## src/rtl/acia_6502_if.sv

```systemverilog
// CPU-side bus bundle for the acia_6502 UART peripheral.
// The CPU (or testbench) uses the master modport; the peripheral uses slave.
interface acia_6502_if;
  logic       cs;
  logic       we;
  logic [1:0] addr;
  logic [7:0] din;
  logic [7:0] dout;
  logic       irq;

  modport master (output cs, we, addr, din, input dout, irq);
  modport slave  (input cs, we, addr, din, output dout, irq);
endinterface

```

## src/rtl/acia_6502.sv

```systemverilog
// acia_6502: memory-mapped 8N1 UART for the 6502 bus.
//   addr 0 DATA   : read pops RX byte (clears RXF), write loads TX holding reg
//   addr 1 STATUS : [7]=irq [4]=FIFO full [3]=FE [2]=OVR [1]=TXE [0]=RXF,
//                   any write clears OVR and FE
//   addr 2 CTRL   : [0]=RXIE [1]=TXIE
//   addr 3        : reads 0, writes ignored
// Optional build macro ACIA_RX_FIFO_EN replaces the single RX holding register
// with a 4-entry FIFO (STATUS[4] reports full; reads 0 without the FIFO).
module acia_6502 #(
  parameter int CLK_DIV = 35,
  parameter int DIV_W   = 16
) (
  input  logic         clk,
  input  logic         reset,
  acia_6502_if.slave   bus,
  input  logic         rx,
  output logic         tx
);

  typedef enum logic [1:0] {S_IDLE, S_START, S_DATA, S_STOP} ser_state_t;

  localparam logic [DIV_W-1:0] DIV_LAST  = DIV_W'(CLK_DIV - 1);
  localparam logic [DIV_W-1:0] HALF_LAST = DIV_W'(CLK_DIV / 2 - 1);

  // ---------------------------------------------------------------- bus decode
  logic rd, rd_data, wr_data, wr_status, wr_ctrl;

  assign rd        = bus.cs & ~bus.we;
  assign rd_data   = rd & (bus.addr == 2'd0);
  assign wr_data   = bus.cs & bus.we & (bus.addr == 2'd0);
  assign wr_status = bus.cs & bus.we & (bus.addr == 2'd1);
  assign wr_ctrl   = bus.cs & bus.we & (bus.addr == 2'd2);

  // ------------------------------------------------------------------- TX path
  ser_state_t       tx_state, tx_state_next;
  logic [DIV_W-1:0] tx_cnt;
  logic [2:0]       tx_bit;
  logic [7:0]       tx_shift, tx_hold;
  logic             txe, tx_load, tx_bit_end;

  assign tx_bit_end = (tx_cnt == DIV_LAST);

  // TX next-state logic; tx pin is decoded from state so reset forces it high at once
  always_comb begin
    // NOTE: every output gets a default first so no path leaves it unassigned (no latch).
    tx_state_next = tx_state;
    tx_load       = 1'b0;
    tx            = 1'b1;
    case (tx_state)
      S_IDLE: begin
        if (!txe) begin
          tx_load       = 1'b1;
          tx_state_next = S_START;
        end
      end
      S_START: begin
        tx = 1'b0;
        if (tx_bit_end) tx_state_next = S_DATA;
      end
      S_DATA: begin
        tx = tx_shift[0];
        if (tx_bit_end && tx_bit == 3'd7) tx_state_next = S_STOP;
      end
      S_STOP: begin
        if (tx_bit_end) tx_state_next = S_IDLE;
      end
      default: tx_state_next = S_IDLE;
    endcase
  end

  // TX state register
  always_ff @(posedge clk or negedge reset) begin
    // NOTE: registers are assigned with <= so every flop samples pre-edge values.
    if (!reset) tx_state <= S_IDLE;
    else        tx_state <= tx_state_next;
  end

  // TX bit timer and shifter
  always_ff @(posedge clk or negedge reset) begin
    if (!reset) begin
      tx_cnt   <= '0;
      tx_bit   <= '0;
      tx_shift <= '0;
    end else begin
      tx_cnt <= (tx_state == S_IDLE || tx_bit_end) ? '0 : tx_cnt + DIV_W'(1);
      if (tx_load) begin
        tx_shift <= tx_hold;
        tx_bit   <= '0;
      end else if (tx_state == S_DATA && tx_bit_end) begin
        tx_shift <= {1'b1, tx_shift[7:1]};
        tx_bit   <= tx_bit + 3'd1;
      end
    end
  end

  // TX holding register: a write is only accepted while it is empty
  always_ff @(posedge clk or negedge reset) begin
    if (!reset) begin
      tx_hold <= '0;
      txe     <= 1'b1;
    end else if (tx_load) begin
      txe <= 1'b1;
    end else if (wr_data && txe) begin
      tx_hold <= bus.din;
      txe     <= 1'b0;
    end
  end

  // ------------------------------------------------------------------- RX path
  ser_state_t       rx_state, rx_state_next;
  logic [DIV_W-1:0] rx_cnt;
  logic [2:0]       rx_bit;
  logic [7:0]       rx_shift;
  logic             rx_meta, rx_sync;
  logic             rx_start_ok, rx_abort, rx_shift_en, rx_done, rx_frame_err;

  // Two-flop synchronizer for the asynchronous rx pin (idles high)
  always_ff @(posedge clk or negedge reset) begin
    if (!reset) begin
      rx_meta <= 1'b1;
      rx_sync <= 1'b1;
    end else begin
      rx_meta <= rx;
      rx_sync <= rx_meta;
    end
  end

  // RX next-state logic: mid-start check, then one sample per bit period
  always_comb begin
    rx_state_next = rx_state;
    rx_start_ok   = 1'b0;
    rx_abort      = 1'b0;
    rx_shift_en   = 1'b0;
    rx_done       = 1'b0;
    case (rx_state)
      S_IDLE: begin
        if (!rx_sync) rx_state_next = S_START;
      end
      S_START: begin
        if (rx_cnt == HALF_LAST) begin
          if (rx_sync) begin
            rx_abort      = 1'b1;
            rx_state_next = S_IDLE;
          end else begin
            rx_start_ok   = 1'b1;
            rx_state_next = S_DATA;
          end
        end
      end
      S_DATA: begin
        if (rx_cnt == DIV_LAST) begin
          rx_shift_en = 1'b1;
          if (rx_bit == 3'd7) rx_state_next = S_STOP;
        end
      end
      S_STOP: begin
        if (rx_cnt == DIV_LAST) begin
          rx_done       = 1'b1;
          rx_state_next = S_IDLE;
        end
      end
      default: rx_state_next = S_IDLE;
    endcase
  end

  assign rx_frame_err = rx_done & ~rx_sync;

  // RX state register
  always_ff @(posedge clk or negedge reset) begin
    if (!reset) rx_state <= S_IDLE;
    else        rx_state <= rx_state_next;
  end

  // RX sample timer and shifter (LSB arrives first)
  always_ff @(posedge clk or negedge reset) begin
    if (!reset) begin
      rx_cnt   <= '0;
      rx_bit   <= '0;
      rx_shift <= '0;
    end else begin
      if (rx_state == S_IDLE || rx_start_ok || rx_abort || rx_shift_en || rx_done)
        rx_cnt <= '0;
      else
        rx_cnt <= rx_cnt + DIV_W'(1);
      if (rx_start_ok) begin
        rx_bit <= '0;
      end else if (rx_shift_en) begin
        rx_shift <= {rx_sync, rx_shift[7:1]};
        rx_bit   <= rx_bit + 3'd1;
      end
    end
  end

  // ------------------------------------------------------------ RX byte storage
  logic [7:0] rd_byte;
  logic       rxf, rx_full, rx_ovr_evt;

`ifdef ACIA_RX_FIFO_EN
  logic [7:0] fifo_mem [4];
  logic [1:0] wr_ptr, rd_ptr;
  logic [2:0] count;
  logic       push, pop;

  assign pop        = rd_data & (count != 3'd0);
  assign rx_ovr_evt = rx_done & (count == 3'd4) & ~pop;
  assign push       = rx_done & ~rx_ovr_evt;
  assign rxf        = (count != 3'd0);
  assign rx_full    = (count == 3'd4);
  assign rd_byte    = fifo_mem[rd_ptr];

  // FIFO storage array
  always_ff @(posedge clk) begin
    // NOTE: the data array has no reset; count/pointers guard every entry before it is read.
    if (push) fifo_mem[wr_ptr] <= rx_shift;
  end

  // FIFO pointers and occupancy
  always_ff @(posedge clk or negedge reset) begin
    if (!reset) begin
      wr_ptr <= '0;
      rd_ptr <= '0;
      count  <= '0;
    end else begin
      if (push) wr_ptr <= wr_ptr + 2'd1;
      if (pop)  rd_ptr <= rd_ptr + 2'd1;
      case ({push, pop})
        2'b10:   count <= count + 3'd1;
        2'b01:   count <= count - 3'd1;
        default: count <= count;
      endcase
    end
  end
`else
  logic [7:0] rx_data;
  logic       rx_push;

  // A byte landing on the same edge as a DATA read is not an overrun
  assign rx_ovr_evt = rx_done & rxf & ~rd_data;
  assign rx_push    = rx_done & ~rx_ovr_evt;
  assign rx_full    = 1'b0;
  assign rd_byte    = rx_data;

  // Single-byte RX holding register; the old byte wins on overrun
  always_ff @(posedge clk or negedge reset) begin
    if (!reset) begin
      rx_data <= '0;
      rxf     <= 1'b0;
    end else if (rx_push) begin
      rx_data <= rx_shift;
      rxf     <= 1'b1;
    end else if (rd_data) begin
      rxf <= 1'b0;
    end
  end
`endif

  // ------------------------------------------------------- status, ctrl, irq
  logic ovr, fe, rxie, txie, irq_q;
  logic [7:0] dout_q;

  // Error flags: a new error on the same edge as a STATUS write is kept
  always_ff @(posedge clk or negedge reset) begin
    if (!reset) begin
      ovr <= 1'b0;
      fe  <= 1'b0;
    end else begin
      if (wr_status) begin
        ovr <= 1'b0;
        fe  <= 1'b0;
      end
      if (rx_ovr_evt)   ovr <= 1'b1;
      if (rx_frame_err) fe  <= 1'b1;
    end
  end

  // Interrupt enables and the registered level interrupt
  always_ff @(posedge clk or negedge reset) begin
    if (!reset) begin
      rxie  <= 1'b0;
      txie  <= 1'b0;
      irq_q <= 1'b0;
    end else begin
      if (wr_ctrl) begin
        rxie <= bus.din[0];
        txie <= bus.din[1];
      end
      irq_q <= (rxie & rxf) | (txie & txe);
    end
  end

  // Registered read data, valid the cycle after the address
  always_ff @(posedge clk or negedge reset) begin
    if (!reset) begin
      dout_q <= '0;
    end else if (rd) begin
      case (bus.addr)
        2'd0:    dout_q <= rd_byte;
        2'd1:    dout_q <= {irq_q, 2'b00, rx_full, fe, ovr, txe, rxf};
        2'd2:    dout_q <= {6'b0, txie, rxie};
        default: dout_q <= 8'h00;
      endcase
    end
  end

  assign bus.dout = dout_q;
  assign bus.irq  = irq_q;

endmodule

```

## src/flat_wrapper.sv

```systemverilog
// flat-port wrapper written by rule: the top's interface ports become plain ports
module acia_6502_flat 
#(
  parameter int CLK_DIV = 35,
  parameter int DIV_W   = 16
)
  (clk, reset, rx, tx, bus_cs, bus_we, bus_addr, bus_din, bus_dout, bus_irq);
  acia_6502_if bus_i ();
  input  logic clk;
  input  logic reset;
  input  logic rx;
  output logic tx;
  input wire logic [$bits(bus_i.cs)-1:0] bus_cs;
  input wire logic [$bits(bus_i.we)-1:0] bus_we;
  input wire logic [$bits(bus_i.addr)-1:0] bus_addr;
  input wire logic [$bits(bus_i.din)-1:0] bus_din;
  output wire logic [$bits(bus_i.dout)-1:0] bus_dout;
  output wire logic [$bits(bus_i.irq)-1:0] bus_irq;
  assign bus_i.cs = bus_cs;
  assign bus_i.we = bus_we;
  assign bus_i.addr = bus_addr;
  assign bus_i.din = bus_din;
  assign bus_dout = bus_i.dout;
  assign bus_irq = bus_i.irq;
  acia_6502 #(.CLK_DIV(CLK_DIV), .DIV_W(DIV_W)) u_core (.clk(clk), .reset(reset), .bus(bus_i), .rx(rx), .tx(tx));
endmodule
```

## config.mk

```make
export PLATFORM = sky130hd
export DESIGN_NAME = acia_6502_flat
export DESIGN_NICKNAME = d
export VERILOG_FILES = /design/src/rtl/acia_6502_if.sv /design/src/rtl/acia_6502.sv /design/src/flat_wrapper.sv
export SDC_FILE = /design/constraint.sdc
export NUM_CORES = 1
export LEC_CHECK = 0
export BUFFER_PORTS_ARGS = -buffer_cell sky130_fd_sc_hd__buf_4
export CAP_MARGIN = 20
export CORE_MARGIN = 4
export CORE_UTILIZATION = 25
export CTS_BUF_LIST = sky130_fd_sc_hd__clkbuf_16
export DETAILED_ROUTE_END_ITERATION = 8
export HOLD_SLACK_MARGIN = 0.03
export SETUP_SLACK_MARGIN = 0.3
export SLEW_MARGIN = 5
export SYNTH_ARGS = -nofsm -noshare
export SYNTH_HDL_FRONTEND = slang
export SYNTH_SLANG_ARGS = --single-unit
export TNS_END_PERCENT = 100
```

## constraint.sdc

```tcl
create_clock -name clk -period 3.94 [get_ports clk]
set_input_delay 0.788 -clock clk [delete_from_list [all_inputs] [get_ports clk]]
set_output_delay 0.788 -clock clk [all_outputs]
set_load 0.005 [all_outputs]
```

==> out/metrics.yaml <==
outcome:
  status: "finished clean"
floorplanning:
  core_area_sq_um: 16470
  die_height_um: 137.4
  row_count: 47
  initial_core_util_pct: 25.40
  io_pins: 25
  dieArea_sq_um: 18870
  die_w_um: 137.4
route:
  finalWirelength_um: 7932
  ant_nets: 0
  wire_per_inst_um: 12.39
  vias_per_cell: 4.423
  num_vias: 2831
  firstDrtPassIters: 4
  drc: 0
  drt_iter0_drc: 107
job:
  cap_violations: 0
worst_setup_path:
  cp_slowest_stage_delay_ps: 590
  path_max_fanout: 8
  critPathLaunchType: "flop"
  critical_path_arrival_ps: 2790
  r2r_start: "u_core.rx_cnt[13]"
  r2r_slack_ps: 1360
  crit_type: "reg2reg"
  cp.required_ps: 4150
  crit_path_start: "u_core.rx_cnt[13]"
  slowest_stage: "or4_1"
  cp-end-kind: "flop"
  path_cells: "or4_1 > nor3_1 > nand2_1 > nor2b_1 > mux2_1"
clocking:
  cts.clk_slew.worst_paths_ps: 60
  clock_sinks: 91
  post-cts-setup-buffers: 0
  cts_resized: 0
  cts_tree: "yes"
  hold_buffers: 0
  h-tree-depth: 3
  root_buffer: "clkbuf_16"
  clock_latency_ps: 330
  numCtsBuffers: 9
  cts_buffer_depth: 2
timing:
  worst_slew_pin_slew_ps: 674.2
  min_period_ps: 2577
  hold_viol: 0
  fmax_mhz: 388.0
  relSlewSlack_pct: 54.96
  period_share_pct: 65.41
  clock_skew_ps: 10.54
  setup_viol: 0
  grt_setup_unrepaired: "no"
  tns_ps: 0
  slew_viol_final: 0
layout:
  fin_util_pct: 29.60
  area_growth_pct: 16.51
  nFillCells: 1735
  final_nets: 444
  stdcell_count: 640
  diodes: 0
  drive_above_1_share_pct: 13.81
yosys:
  synth_seq_cells: 91
  synth_fa_ha_area_share_pct: 4.188
  avgSynthCellArea_sq_um: 10.75
  synth_mux_area_share_pct: 8.974
  yosysMostFrequentCell: "dfrtp_1"
  synth_compound_area_share_pct: 5.833
  synth_top_family_by_area: "simple AND/OR/NAND/NOR gates"
  ys_seq_area_share_pct: 54.53
  syn_inst: 389
  netlist_top_cells_area: "dfrtp_1 53%, nand2_1 4.5%, ha_1 4.2%, nor2_1 4.1%, mux2i_1 3.6%"
  synth_commonest_cells: "88 x dfrtp_1, 50 x nand2_1, 46 x nor2_1"
  synth_edf_count: 0
  yosysWarnings: 0
  yosys.area.top_type_share_pct: 52.65
  ys.flop_type: "dfrtp_1"
  yosys.area_share.simple_pct: 18.97
  syn_nets: 418
  syn_area_sq_um: 4183
  ys_types: 40
  async_flop_share_pct: 100.0
  synth_top_area_cell: "dfrtp_1"
  synth_xor_area_share_pct: 5.444
power_and_ir_drop:
  power_density_nw_per_um2: 410.6
  leakagePower_nw: 2.356
  vdd_drop_max_mv: 0.1546
placement:
  io_buffers: 24
  place_congestion: 0.7759
  post-place-cells: 623
  place_hpwl_um: 5778
global_routing:
  grt_util_all_layers_pct: 9.109
  grt_pass1_wl_um: 13940
  grt_pass1_vias: 2906
  grt.overflow.total: 0
  grt_max_degree: 41
  grt_antenna_before_repair: 0
worst_hold_path:
  worstHoldStart: "u_core.rx_meta"
  hp-class: "reg2reg"
-- worst paths after layout --
check / cells after the start / end
min reg2reg: 0 / u_core.rx_sync
max in group asynchronous: 2 / u_core.txe
min: 0 / u_core.rx_sync
min in group asynchronous: 1 / u_core.rd_byte[7]
max: 5 / u_core.rd_byte[3]
max reg2reg: 5 / u_core.rd_byte[3]
-- through the flow --
step / hold slack [ps] / cell area, sq um / setup WS (ps) / power [mW]
3_3_place_gp: 348.8 / 4597 / 1176 / 1.238
6_report: 358.5 / 4873 / 1363 / 2.001
4_1_cts: 359.4 / 4866 / 1345 / 2.031
2_1_floorplan: 345.2 / 4183 / 1699 / 1.166
5_1_grt: 364.7 / 4873 / 1141 / 2.100
3_5_place_dp: 349.9 / 4597 / 1021 / 1.248
-- sequential cells by signal, indices dropped and copies added (netlist names), 3 cells and up, named ones only --
name,flops
u_core.tx_bit,3
u_core.rx_cnt,16
u_core.tx_shift,8
u_core.tx_hold,8
u_core.bus.dout,8
u_core.rx_bit,3
u_core.rx_shift,8
u_core.tx_cnt,16
u_core.rd_byte,8
-- critical path: cells and delay by family (launching register included) --
kind,cells,cell delay [ps]
multiplexers,1,390
flip-flops,1,420
AND/OR/NAND/NOR,4,1650
-- cells in the final DEF (no fill, tap or decap), drive strengths merged, types with 10 or more instances in the layout --
master / synthesis / final
mux2: 20 / 20
nand4: 10 / 10
nand3: 13 / 13
mux2i: 15 / 15
nand2: 50 / 50
dfrtp: 88 / 88
nor2: 46 / 46
buf: 4 / 27
xor2: 17 / 17
ha: 14 / 14
o21ai: 20 / 20
inv: 8 / 10
-- per-layer routing --
metal  routed length [um]  global-route usage, %
met1                 3724                  11.73
met4                  113                  2.993
met5                    0                      0
met2                 3946                  15.07
met3                  147                  2.191
-- cells by family (layout without fill, tap and decap cells) --
logic type                 after synthesis  count (layout)
AOI/OAI and AO/OA                       39              39
xor gates and xnor gates                26              26
adders and majority gates               14              14
buffers and inverters                   20              51
DFF                                     91              91
muxes                                   35              35
and+or+nand+nor                        164             164
-- power by group --
group / leakage (nW) / total [mW] / switching (mW) / internal [mW]
clock: 0.128 / 0.775 / 0.351 / 0.424
combinational: 1.02 / 0.167 / 0.0843 / 0.0827
sequential: 1.21 / 1.06 / 0.0579 / 1.00
-- cell type report --
| type | instances | area [sq um] | share of cell area [%] |
|---|---|---|---|
| clock inverters | 7 | 43.79 | 0.8986 |
| clock buffers | 9 | 225.2 | 4.621 |
| flip-flops and latches | 91 | 2281 | 46.80 |
| inverters | 8 | 30.03 | 0.6162 |
| repair buffers | 27 | 202.7 | 4.159 |
| multi-input cells | 278 | 1815 | 37.25 |
| well taps | 220 | 275.3 | 5.648 |
Note: power is estimated with default switching activity, not from simulation.
